## config.mk

```make
export PLATFORM = sky130hd
export DESIGN_NAME = tt_um_unsigned_divider
export DESIGN_NICKNAME = d
export VERILOG_FILES = /design/src/rtl/divider_pkg.sv /design/src/rtl/div_restore_stage.sv /design/src/rtl/tt_um_unsigned_divider.sv
export SDC_FILE = /design/constraint.sdc
export NUM_CORES = 1
export LEC_CHECK = 0
export ABC_AREA = 1
export ABC_CLOCK_PERIOD_IN_PS = 1900
export BUFFER_PORTS_ARGS = -buffer_cell sky130_fd_sc_hd__buf_2
export CAP_MARGIN = 20
export CORE_ASPECT_RATIO = 1.4
export CORE_MARGIN = 5
export CORE_UTILIZATION = 50
export CTS_BUF_LIST = sky130_fd_sc_hd__clkbuf_8
export CTS_CLUSTER_DIAMETER = 200
export CTS_CLUSTER_SIZE = 28
export DETAILED_ROUTE_END_ITERATION = 8
export PLACE_DENSITY_LB_ADDON = 0.15
export SYNTH_ARGS = -nofsm -noshare
export SYNTH_HDL_FRONTEND = slang
export SYNTH_SLANG_ARGS = --single-unit
export TNS_END_PERCENT = 1
```

## constraint.sdc

```tcl
create_clock -name clk -period 1.9 [get_ports clk]
set_clock_uncertainty 0.1 [all_clocks]
set_input_delay 0.285 -clock clk [delete_from_list [all_inputs] [get_ports clk]]
set_output_delay 0.285 -clock clk [all_outputs]
set_load 0.05 [all_outputs]
```

## src/rtl/divider_pkg.sv

```systemverilog
// Shared constants for the 4-bit unsigned divider tile.
//   W         : operand/result width (fixed at 4)
//   DZ_QUOT   : quotient reported on divide-by-zero
//   *_LSB     : field positions inside the packed ui_in / uo_out buses
package divider_pkg;

  localparam int unsigned W = 4;

  localparam logic [W-1:0] DZ_QUOT = 4'hF;

  // ui_in = {A, B}
  localparam int unsigned UI_A_LSB = 4;
  localparam int unsigned UI_B_LSB = 0;

  // uo_out = {Q, R}
  localparam int unsigned UO_Q_LSB = 4;
  localparam int unsigned UO_R_LSB = 0;

endpackage

```

## src/rtl/div_restore_stage.sv

```systemverilog
// One restoring-division step.
//   rem_i   : partial remainder from the previous stage (W bits, < div_i)
//   a_bit_i : next dividend bit, MSB first
//   div_i   : divisor B
//   q_o     : quotient bit for this step
//   rem_o   : partial remainder passed to the next stage
module div_restore_stage
  import divider_pkg::*;
(
  input  logic [W-1:0] rem_i,
  input  logic         a_bit_i,
  input  logic [W-1:0] div_i,
  output logic         q_o,
  output logic [W-1:0] rem_o
);

  logic [W:0] shifted;
  logic [W:0] diff;

  always_comb begin
    shifted = {rem_i, a_bit_i};
    diff    = shifted - {1'b0, div_i};
    // With rem_i < div_i the shifted value is at most 2*div_i-1, so a
    // non-negative difference always fits in W bits and the top bit is
    // a reliable sign.
    q_o   = ~diff[W];
    rem_o = q_o ? diff[W-1:0] : shifted[W-1:0];
  end

endmodule

```

## src/rtl/tt_um_unsigned_divider.sv

```systemverilog
// Tiny Tapeout tile: 4-bit unsigned divider with a registered output.
//   clk     : rising-edge clock
//   rst_n   : asynchronous active-low reset
//   ena     : registers update only when 1
//   ui_in   : [7:4] dividend A, [3:0] divisor B
//   uio_in  : ignored
//   uo_out  : [7:4] quotient Q, [3:0] remainder R (registered, 1-cycle latency)
//   uio_out : [0] divide-by-zero flag (registered), [7:1] zero
//   uio_oe  : constant 8'h01
module tt_um_unsigned_divider
  import divider_pkg::*;
(
  input  logic       clk,
  input  logic       rst_n,
  input  logic       ena,
  input  logic [7:0] ui_in,
  input  logic [7:0] uio_in,
  output logic [7:0] uo_out,
  output logic [7:0] uio_out,
  output logic [7:0] uio_oe
);

  logic [W-1:0] op_a;
  logic [W-1:0] op_b;
  logic [W-1:0] quot;
  logic [W-1:0] rem_chain [W+1];
  logic         div_zero;

  logic [7:0]   uo_d, uo_q;
  logic         dz_d, dz_q;

  logic         unused_uio_in;
  assign unused_uio_in = ^uio_in;

  assign op_a = ui_in[UI_A_LSB +: W];
  assign op_b = ui_in[UI_B_LSB +: W];

  assign rem_chain[0] = '0;

  for (genvar i = 0; i < W; i++) begin : g_stage
    div_restore_stage u_stage (
      .rem_i   (rem_chain[i]),
      .a_bit_i (op_a[W-1-i]),
      .div_i   (op_b),
      .q_o     (quot[W-1-i]),
      .rem_o   (rem_chain[i+1])
    );
  end

  assign div_zero = (op_b == '0);

  always_comb begin
    uo_d = uo_q;
    dz_d = dz_q;
    if (ena) begin
      dz_d = div_zero;
      if (div_zero) begin
        uo_d[UO_Q_LSB +: W] = DZ_QUOT;
        uo_d[UO_R_LSB +: W] = op_a;
      end else begin
        uo_d[UO_Q_LSB +: W] = quot;
        uo_d[UO_R_LSB +: W] = rem_chain[W];
      end
    end
  end

  always_ff @(posedge clk or negedge rst_n) begin
    if (!rst_n) begin
      uo_q <= 8'h00;
      dz_q <= 1'b0;
    end else begin
      uo_q <= uo_d;
      dz_q <= dz_d;
    end
  end

  assign uo_out  = uo_q;
  assign uio_out = {7'b0, dz_q};
  assign uio_oe  = 8'h01;

endmodule

```

==> results of run 1 <==
flip-flops by register name, indices dropped and copies added (netlist names):
| register | count |
|---|---|
| uo_out | 8 |
| dz_q | 1 |
worst max-delay path: cells and delay by family:
family | cells | cell delay [ps]
adder cells (fa/ha/maj) | 5 | 1440
buffers and inverters | 6 | 490
AO/OA/AOI/OAI | 7 | 1090
AND/OR/NAND/NOR | 11 | 1060
power groups by stage:
stage | sequential, mW | clock (mW) | combinational (mW)
floorplan | 0.505 | 0 | 0.743
global placement | 0.291 | 0 | 1.28
detailed placement | 0.293 | 0 | 1.32
CTS | 0.291 | 0.217 | 1.43
global route | 0.295 | 0.230 | 1.66
finish | 0.292 | 0.218 | 1.55
per-layer routing:
metal  GRT usage [%]  vias to the layer above  wire length (um)
met2            46.2                       39              2480
met5               0                        -                 0
li1                -                      723                 -
met4            10.5                        0               105
met1            21.6                      718              1540
met3            1.89                       11               152
logic make-up after synthesis:
group / share of synthesized area, %
buf+inv: 18.4
simple gates: 31.2
flops: 17.0
xor+xnor: 3.31
other cells: 0.568
fa+ha+maj: 17.8
compound gates: 11.6
path summary, 6_finish.rpt:
| check | cells past startpoint | slack (ps) | from | endpoint |
|---|---|---|---|---|
| setup / recovery | 29 | -2460 | ui_in[7] | uo_out[0] |
| hold / removal | 3 | 290 | ena | uo_out[0] |
| setup reg to reg | 2 | 950 | uo_out[1] | uo_out[1] |
| hold reg to reg | 2 | 410 | dz_q | dz_q |
| max in group asynchronous | 2 | 1180 | rst_n | uo_out[3] |
| min in group asynchronous | 2 | 340 | rst_n | uo_out[0] |
cells in the final DEF, fill, tap and decap left out, types with 3 or more instances in the layout:
cell	instances
a21oi_1	5
ha_4	3
buf_4	62
clkbuf_8	3
nand3_2	7
nand2_1	19
nor2_1	7
o21a_1	3
nand3_1	14
inv_2	6
dfrtp_1	9
buf_2	17
ha_1	11
nand2_2	13
a22oi_1	3
nand2_4	7
conb_1	16
xnor2_1	3
fa_2	3
inv_1	25
cell type report:
cell class	count	share of cell area, %
clock inverter	1	0.237
multi-input combinational	137	50.1
sequential	9	10.7
inverter	33	6.63
clock buffer	3	1.95
timing repair buffer	83	28.3
tap	36	2.13
repair_timing:
item | in CTS | in global routing
hold buffers | 1 | 0
endpoints found under the setup margin | 7 | 7
pin swaps | 22 | 7
setup buffers | 17 | 3
hold endpoints to repair | 9 | 0
gates resized for setup | 14 | 14
cloned | 0 | 0
==> summary.md, run 1 <==
| Metric | Value |
|---|---|
| Status | `complete, but fails checks` |
| Failing checks | `setup timing` |
| Top_reg_cell synth | `dfrtp_1` |
| Gr ovfl total | `0` |
| Final ANT Viol Nets | `0` |
| Top cell type's share of synthesized area | `17.0%` |
| DRC violations left | `0` |
| Ranking of synthesized cells by area | `dfrtp_1, ha_1, buf_4` |
| Largest net degree at the start of global routing | `10` |
| Multi-input gate area | `0.00106 mm^2` |
| Seq/Total Area, Yosys | `17.0%` |
| First-pass GRT wire length | `6560 um` |
| Hold Fails Final Rpt | `0` |
| Die height | `70.9 um` |
| Syn Area/Cell | `7.31 um^2` |
| Final instance area | `0.00211 mm^2` |
| Peak supply drop | `0.724 mV` |
| Crit Path Class | `in -> reg` |
| Placement-stage cell area | `0.00181 mm^2` |
| Worst Path Arrival | `4380 ps` |
| Detailed placer's ending HPWL | `3000 um` |
| Register area | `225 um^2` |
| Worst Hold Class | `in -> reg` |
| Placer Congestion | `0.804` |
| CTS Sinks | `9` |
| Initial drt markers | `26` |
| Max Clock Freq | `229 MHz` |
| ANT cells | `0` |
| RSZ-0062 raised after global routing | `true` |
| Row cnt | `22` |
| Synthesized area | `0.00132 mm^2` |
| Max-slew violation count | `0` |
| Final setup margin | `-2460 ps` |
| Most frequent CP cell | `nand2_4` |
| Area growth syn-to-layout | `59.8%` |
| PwrDens | `975 mW/mm^2` |
| Final setup viols | `7` |
| Share of cells above drive strength 1 | `52.6%` |
| I/O Buffers | `19` |
| Post-Route Utilization | `81.7%` |
| Count of cell types in the netlist | `29` |
| Num CTS Buffers | `3` |
| GRT Resource Usage Total | `23.0%` |
| Logic gate share of total power | `75.2%` |
| Layout Cells excl Fill | `302` |
| Initial core utilization | `51.1%` |
| Slowest stage delay, CP | `420 ps` |
| DR WL/cell | `14.2 um` |
| Worst slack at placement | `-2840 ps` |
| Period utilization | `230%` |
| CTS tree | `done` |
| Slowest-stage cell, CP | `fa_2` |
| Count leader, synth | `inv_1` |
| Initial antenna violation count | `0` |
| Post-synth EDFFs | `0` |
| Vias/cell | `4.94` |
| Net Switching | `1.04 mW` |
| Startpoint types | `input pin` |
| Worst Setup End Kind | `flop` |
| Worst Path Required | `1920 ps` |
| Pleak | `1.16 nW` |
| Crit Path Max Fanout | `7` |
| Fin crit period | `4360 ps` |
| Number of global-route vias before repair | `1540` |
| WHS | `288 ps` |
| Synth area leader | `dfrtp_1` |
| First-pass DRT Iterations | `4` |
| Synth warnings | `0` |
| Horiz. Die Dim | `53.5 um` |
| Io pins | `43` |
| FF+latch count, synth | `9` |
| Switching Share | `50.3%` |
| Core Area | `0.00259 mm^2` |
| CTS root buf | `clkbuf_8` |
| Fill count | `186` |
| Die Area | `0.00379 mm^2` |
| Syn Inst Count | `181` |
| Via count | `1491` |
| Leading cell types by count after synthesis | `inv_1, nand2_1, nand3_1, buf_4, ha_1` |
| Clk_lat worst skew | `230 ps` |
| Max Root-Sink Buffers | `2` |
| Max Cap Viol | `0` |
| Clk slew on worst S/H paths | `50 ps` |
| Async set-or-reset flop fraction in the synthesized netlist | `100%` |
| Cells after DPL | `277` |
| Nets | `303` |
| Final setup TNS | `-13940 ps` |
| Clock Power Share | `10.6%` |
| Relative slew slack | `59.6%` |
| Tightest Pin Transition | `604 ps` |
| Internal Dissipation | `1.02 mW` |
| Final wirelength | `4280 um` |
| Fraction of power consumed by sequential logic | `14.2%` |
| Htree depth | `1` |
| Total Power | `2.06 mW` |
(Power assumes the default switching activity.)
==> inputs of run 2 (changes only) <==
TNS_END_PERCENT = not set   (was 1)
==> run 2 against run 1 <==
Sequential share of layout area decreased by 0.43 points. Cell count increased by 0.99%. Maximum frequency decreased by 0.78%. Setup slack got worse by 34 ps. Core utilization increased by 3.4 points. Largest power group unchanged. Wire length increased by 11%. The flow still finishes with violations (setup timing). Power increased by 7.8%. Critical endpoint is now uo_out[2].
==> summary.md, run 2 (synthesized netlist as in run 1, its figures left out) <==
| Metric | Value |
|---|---|
| Status | `complete, but fails checks` |
| Failing checks | `setup timing` |
| Slowest stage delay, CP | `410 ps` |
| DR WL/cell | `15.5 um` |
| Crit Path Max Fanout | `8` |
| Worst Path Arrival | `4460 ps` |
| Worst Hold End | `uo_out[0]` |
| Detailed placer's ending HPWL | `2940 um` |
| Max Root-Sink Buffers | `2` |
| Final instance area | `0.00220 mm^2` |
| Worst r2r path cells | `2` |
| Initial antenna violation count | `0` |
| R2r setup slk | `1000 ps` |
| WL met3 | `206 um` |
| Io pins | `43` |
| Worst slack at placement | `-2790 ps` |
| Max Clock Freq | `227 MHz` |
| Max reg flops | `8` |
| Horiz. Die Dim | `53.5 um` |
| Wire length on met2 | `2620 um` |
| DR top layer | `met4` |
| Placer Congestion | `0.819` |
| Final setup viols | `7` |
| Layout Cells excl Fill | `305` |
| Final setup margin | `-2500 ps` |
| Worst Path Required | `1960 ps` |
| Met1 WL | `1680 um` |
| Max Cap Viol | `0` |
| Final ANT Viol Nets | `0` |
| Slowest-stage cell, CP | `fa_2` |
| Vias/cell | `5.12` |
| Tightest Pin Transition | `638 ps` |
| Final setup TNS | `-14450 ps` |
| Die Area | `0.00379 mm^2` |
| Number of global-route vias before repair | `1578` |
| Core Area | `0.00259 mm^2` |
| CTS root buf | `clkbuf_8` |
| Die height | `70.9 um` |
| Relative slew slack | `57.3%` |
| Peak supply drop | `0.914 mV` |
| Clk_lat worst skew | `230 ps` |
| Worst Setup End Kind | `flop` |
| Most frequent CP cell | `nand2_2` |
| Total Power | `2.22 mW` |
| Most frequent cells in the layout | `buf_4, inv_1, nand2_1` |
| Reg2reg start | `uo_out[2]` |
| First-pass DRT Iterations | `4` |
| DRC violations left | `0` |
| Pleak | `1.19 nW` |
| Cell depth of the worst hold path | `3` |
| GRT Resource Usage Total | `23.2%` |
| Fin crit period | `4400 ps` |
| Worst r2r dst | `uo_out[2]` |
| Largest net degree at the start of global routing | `10` |
| Via count | `1563` |
| CTS Sinks | `9` |
| Crit Path Class | `in -> reg` |
| RSZ-0062 raised after global routing | `true` |
| Initial core utilization | `51.1%` |
| Startpoint types | `input pin` |
| Fill count | `166` |
| I/O Buffers | `19` |
| Max-slew violation count | `0` |
| Nets | `306` |
| Worst Hold Class | `in -> reg` |
| Placement-stage cell area | `0.00183 mm^2` |
| Area growth syn-to-layout | `66.5%` |
| Share of cells above drive strength 1 | `53.2%` |
| Hold_sp | `ena` |
| PwrDens | `1010 mW/mm^2` |
| Final wirelength | `4740 um` |
| Initial drt markers | `108` |
| Htree depth | `1` |
| Hold Fails Final Rpt | `0` |
| Row cnt | `22` |
| First-pass GRT wire length | `6750 um` |
| CTS tree | `done` |
| Clk slew on worst S/H paths | `50 ps` |
| ANT cells | `0` |
| Commonest non-fill, non-tap cell in the layout | `buf_4` |
| Cells after DPL | `280` |
| Num CTS Buffers | `3` |
| Period utilization | `231%` |
| Gr ovfl total | `0` |
[run 2: worst max path at each step]
| stage | startpoint | end | slack [ps] |
|---|---|---|---|
| final | ui_in[7] | uo_out[2] | -2500 |
| after global routing | ui_in[7] | uo_out[2] | -2690 |
| after CTS | ui_in[7] | uo_out[3] | -2340 |
| after detailed placement | ui_in[7] | uo_out[3] | -2790 |
| after global placement | ui_in[7] | uo_out[3] | -2630 |
| after floorplan | ui_in[7] | uo_out[2] | -2390 |
[run 2: final cells by class]
type	count	area [um^2]	share of cell area, %
clock buffer	3	41.3	1.88
clock inverter	1	3.75	0.170
sequential	9	225	10.2
tap	36	45.0	2.05
inverter	33	143	6.48
timing repair buffer	86	644	29.3
multi-input combinational	137	1100	49.9
[run 2: critical path: cells and delay by family]
family / cells / cell delay, ps
adder cells (fa/ha/maj): 5 / 1390
AO/OA/AOI/OAI: 7 / 1110
AND/OR/NAND/NOR: 12 / 920
buffers and inverters: 9 / 760
[run 2: through the flow]
stage / hold slack (ps) / util (%)
after CTS: 250 / 80.7
final: 276 / 85.1
after global routing: 293 / 85.1
after global placement: 36.4 / 70.7
after floorplan: -111 / -
after detailed placement: 43.3 / 70.7
[run 2: power breakdown]
group	switching (mW)	leakage [nW]	internal [mW]
Combinational	1.01	1.05	0.711
Clock	0.0732	0.0269	0.140
Sequential	0.0332	0.107	0.255
Total	1.11	1.19	1.11
[run 2: per-layer routing]
layer | vias up | global-route usage, %
li1 | 725 | -
met1 | 741 | 22.8
met2 | 69 | 43.9
met3 | 28 | 2.53
met4 | 0 | 13.1
met5 | - | 0
[run 2: timing repair]
item | in CTS | in global routing
pin swaps | 22 | 11
hold buffers | 1 | 0
endpoints found under the hold margin | 9 | 0
setup endpoints to repair | 7 | 7
buffers inserted | 15 | 5
gates resized for setup | 25 | 16
==> inputs of run 3 (changes only) <==
CORE_UTILIZATION = 40   (was 50)
==> run 3 against run 2 <==
The flow still finishes with violations (setup timing). Global-route usage down 5.7 points. Power down 11%. Sequential cell count unchanged. Final area down 4.3%. First-iteration DRC count down 93%. Die area up 21%.
==> summary.md, run 3 (synthesized netlist as in run 1, its figures left out) <==
| Metric | Value |
|---|---|
| Core Area | `0.00315 mm^2` |
| Hold Fails Final Rpt | `0` |
| Final setup margin | `-2290 ps` |
| Logic gate share of total power | `74.5%` |
| Worst Setup End Kind | `flop` |
| Crit Path Max Fanout | `8` |
| CTS root buf | `clkbuf_8` |
| Final instance area | `0.00211 mm^2` |
| First-pass GRT wire length | `6440 um` |
| I/O Buffers | `19` |
| Final wirelength | `3690 um` |
| Share of cells above drive strength 1 | `51.3%` |
| GRT Resource Usage Total | `17.5%` |
| Critical path launch point | `ui_in[7]` |
| Fill count | `272` |
| Crit Path Class | `in -> reg` |
| Max Root-Sink Buffers | `2` |
| Gr ovfl total | `0` |
| Final setup viols | `7` |
| Pleak | `1.14 nW` |
| Switching Share | `49.9%` |
| Clock Power Share | `10.7%` |
| Clk_lat worst skew | `230 ps` |
| Status | `complete, but fails checks` |
| Worst r2r path cells | `2` |
| DRC violations left | `0` |
| Max-slew violation count | `0` |
| Reg2reg start | `uo_out[3]` |
| Initial core utilization | `41.9%` |
| Placer Congestion | `0.815` |
| Via count | `1379` |
| Fin crit period | `4190 ps` |
| Placement-stage cell area | `0.00183 mm^2` |
| Cell depth of the worst hold path | `3` |
| First-pass DRT Iterations | `4` |
| Horiz. Die Dim | `58.6 um` |
| Slowest-stage cell, CP | `fa_2` |
| Fraction of power consumed by sequential logic | `14.8%` |
| Slowest stage delay, CP | `390 ps` |
| Internal Dissipation | `990 uW` |
| Die Area | `0.00457 mm^2` |
| Peak supply drop | `1.01 mV` |
| PwrDens | `939 mW/mm^2` |
| Detailed placer's ending HPWL | `3010 um` |
| Max Cap Viol | `0` |
| Worst Path Arrival | `4200 ps` |
| Most frequent CP cell | `inv_2` |
| Commonest non-fill, non-tap cell in the layout | `buf_4` |
| ANT cells | `0` |
| CTS Sinks | `9` |
| Htree depth | `1` |
| Worst Hold Class | `in -> reg` |
| Startpoint types | `input pin` |
| Tightest Pin Transition | `557 ps` |
| Cells after DPL | `282` |
| Max Clock Freq | `239 MHz` |
| Worst Path Required | `1910 ps` |
| Initial antenna violation count | `0` |
| Net Switching | `987 uW` |
| DR WL/cell | `12.2 um` |
| Vias/cell | `4.57` |
| Clk slew on worst S/H paths | `40 ps` |
| Relative slew slack | `62.7%` |
| Num CTS Buffers | `3` |
| Initial drt markers | `8` |
| Most frequent cells in the layout | `buf_4, inv_1, nand2_1` |
| Hold_sp | `ena` |
| Row cnt | `24` |
| Period utilization | `220%` |
| Die height | `78.0 um` |
| Io pins | `43` |
| Number of global-route vias before repair | `1514` |
| Post-Route Utilization | `66.8%` |
| Failing checks | `setup timing` |
| Area growth syn-to-layout | `59.3%` |
| Worst slack at placement | `-2780 ps` |
| Nets | `300` |
| Max reg flops | `8` |
| Final ANT Viol Nets | `0` |
| CTS tree | `done` |
| RSZ-0062 raised after global routing | `true` |
| Layout Cells excl Fill | `302` |
| Largest net degree at the start of global routing | `10` |
[run 3: changes by cell type in the layout (fill, tap and decap cells not counted), moves of 2 or more]
cell | previous run | this run
o21a_1 | 1 | 3
buf_6 | 7 | 2
o21a_4 | 2 | 0
nand2_8 | 2 | 0
[run 3: worst max-delay path: cells and delay by family]
kind / cells / cell delay, ps
and+or+nand+nor: 10 / 950
AOI/OAI and AO/OA: 9 / 1240
buffers and inverters: 7 / 480
adders and majority gates: 5 / 1240
[run 3: stage by stage]
| stage | hold slack (ps) | power, mW | TNS [ps] |
|---|---|---|---|
| 2_1_floorplan | -111 | 1.25 | -13240 |
| 3_3_place_gp | 40.2 | 1.59 | -15530 |
| 3_5_place_dp | 45.6 | 1.62 | -16080 |
| 4_1_cts | 267 | 1.91 | -13240 |
| 5_1_grt | 296 | 2.15 | -14190 |
| 6_report | 283 | 1.98 | -12760 |
[run 3: cell type report]
type,count,area (um^2),area share (%)
clock inverters,1,3.75,0.178
well taps,39,48.8,2.32
multi-input cells,137,1070,50.7
flip-flops and latches,9,225,10.7
inverters,33,140,6.65
clock buffers,3,41.3,1.96
repair buffers,80,581,27.6
[run 3: layer usage]
metal | wire length (um) | GRT usage (%) | part of all wire, %
met1 | 1390 | 18.8 | 38
met4 | 94 | 6.58 | 2.5
met3 | 108 | 2.96 | 2.9
met2 | 2100 | 33.1 | 57
met5 | 0 | 0 | 0
[run 3: final timing paths]
kind                                  end  slack, ps
worst min register to register  uo_out[4]        400
max in group asynchronous       uo_out[1]       1180
worst min-delay path            uo_out[0]        280
min in group asynchronous       uo_out[5]        350
worst max-delay path            uo_out[2]      -2290
worst max register to register  uo_out[3]       1020
[run 3: timing repair]
item | CTS | global route
hold buffers | 1 | 0
pin swaps | 23 | 11
buffers inserted | 10 | 5
gates cloned | 0 | 0
resized for setup | 13 | 16
endpoints found under the hold margin | 9 | 0
endpoints found under the setup margin | 7 | 7
[run 3: power groups by stage]
stage | combinational (mW) | clock (mW) | sequential (mW)
final | 1.47 | 0.212 | 0.293
after CTS | 1.40 | 0.219 | 0.291
after global placement | 1.30 | 0 | 0.289
after global routing | 1.61 | 0.240 | 0.303
after floorplan | 0.743 | 0 | 0.505
after detailed placement | 1.33 | 0 | 0.292
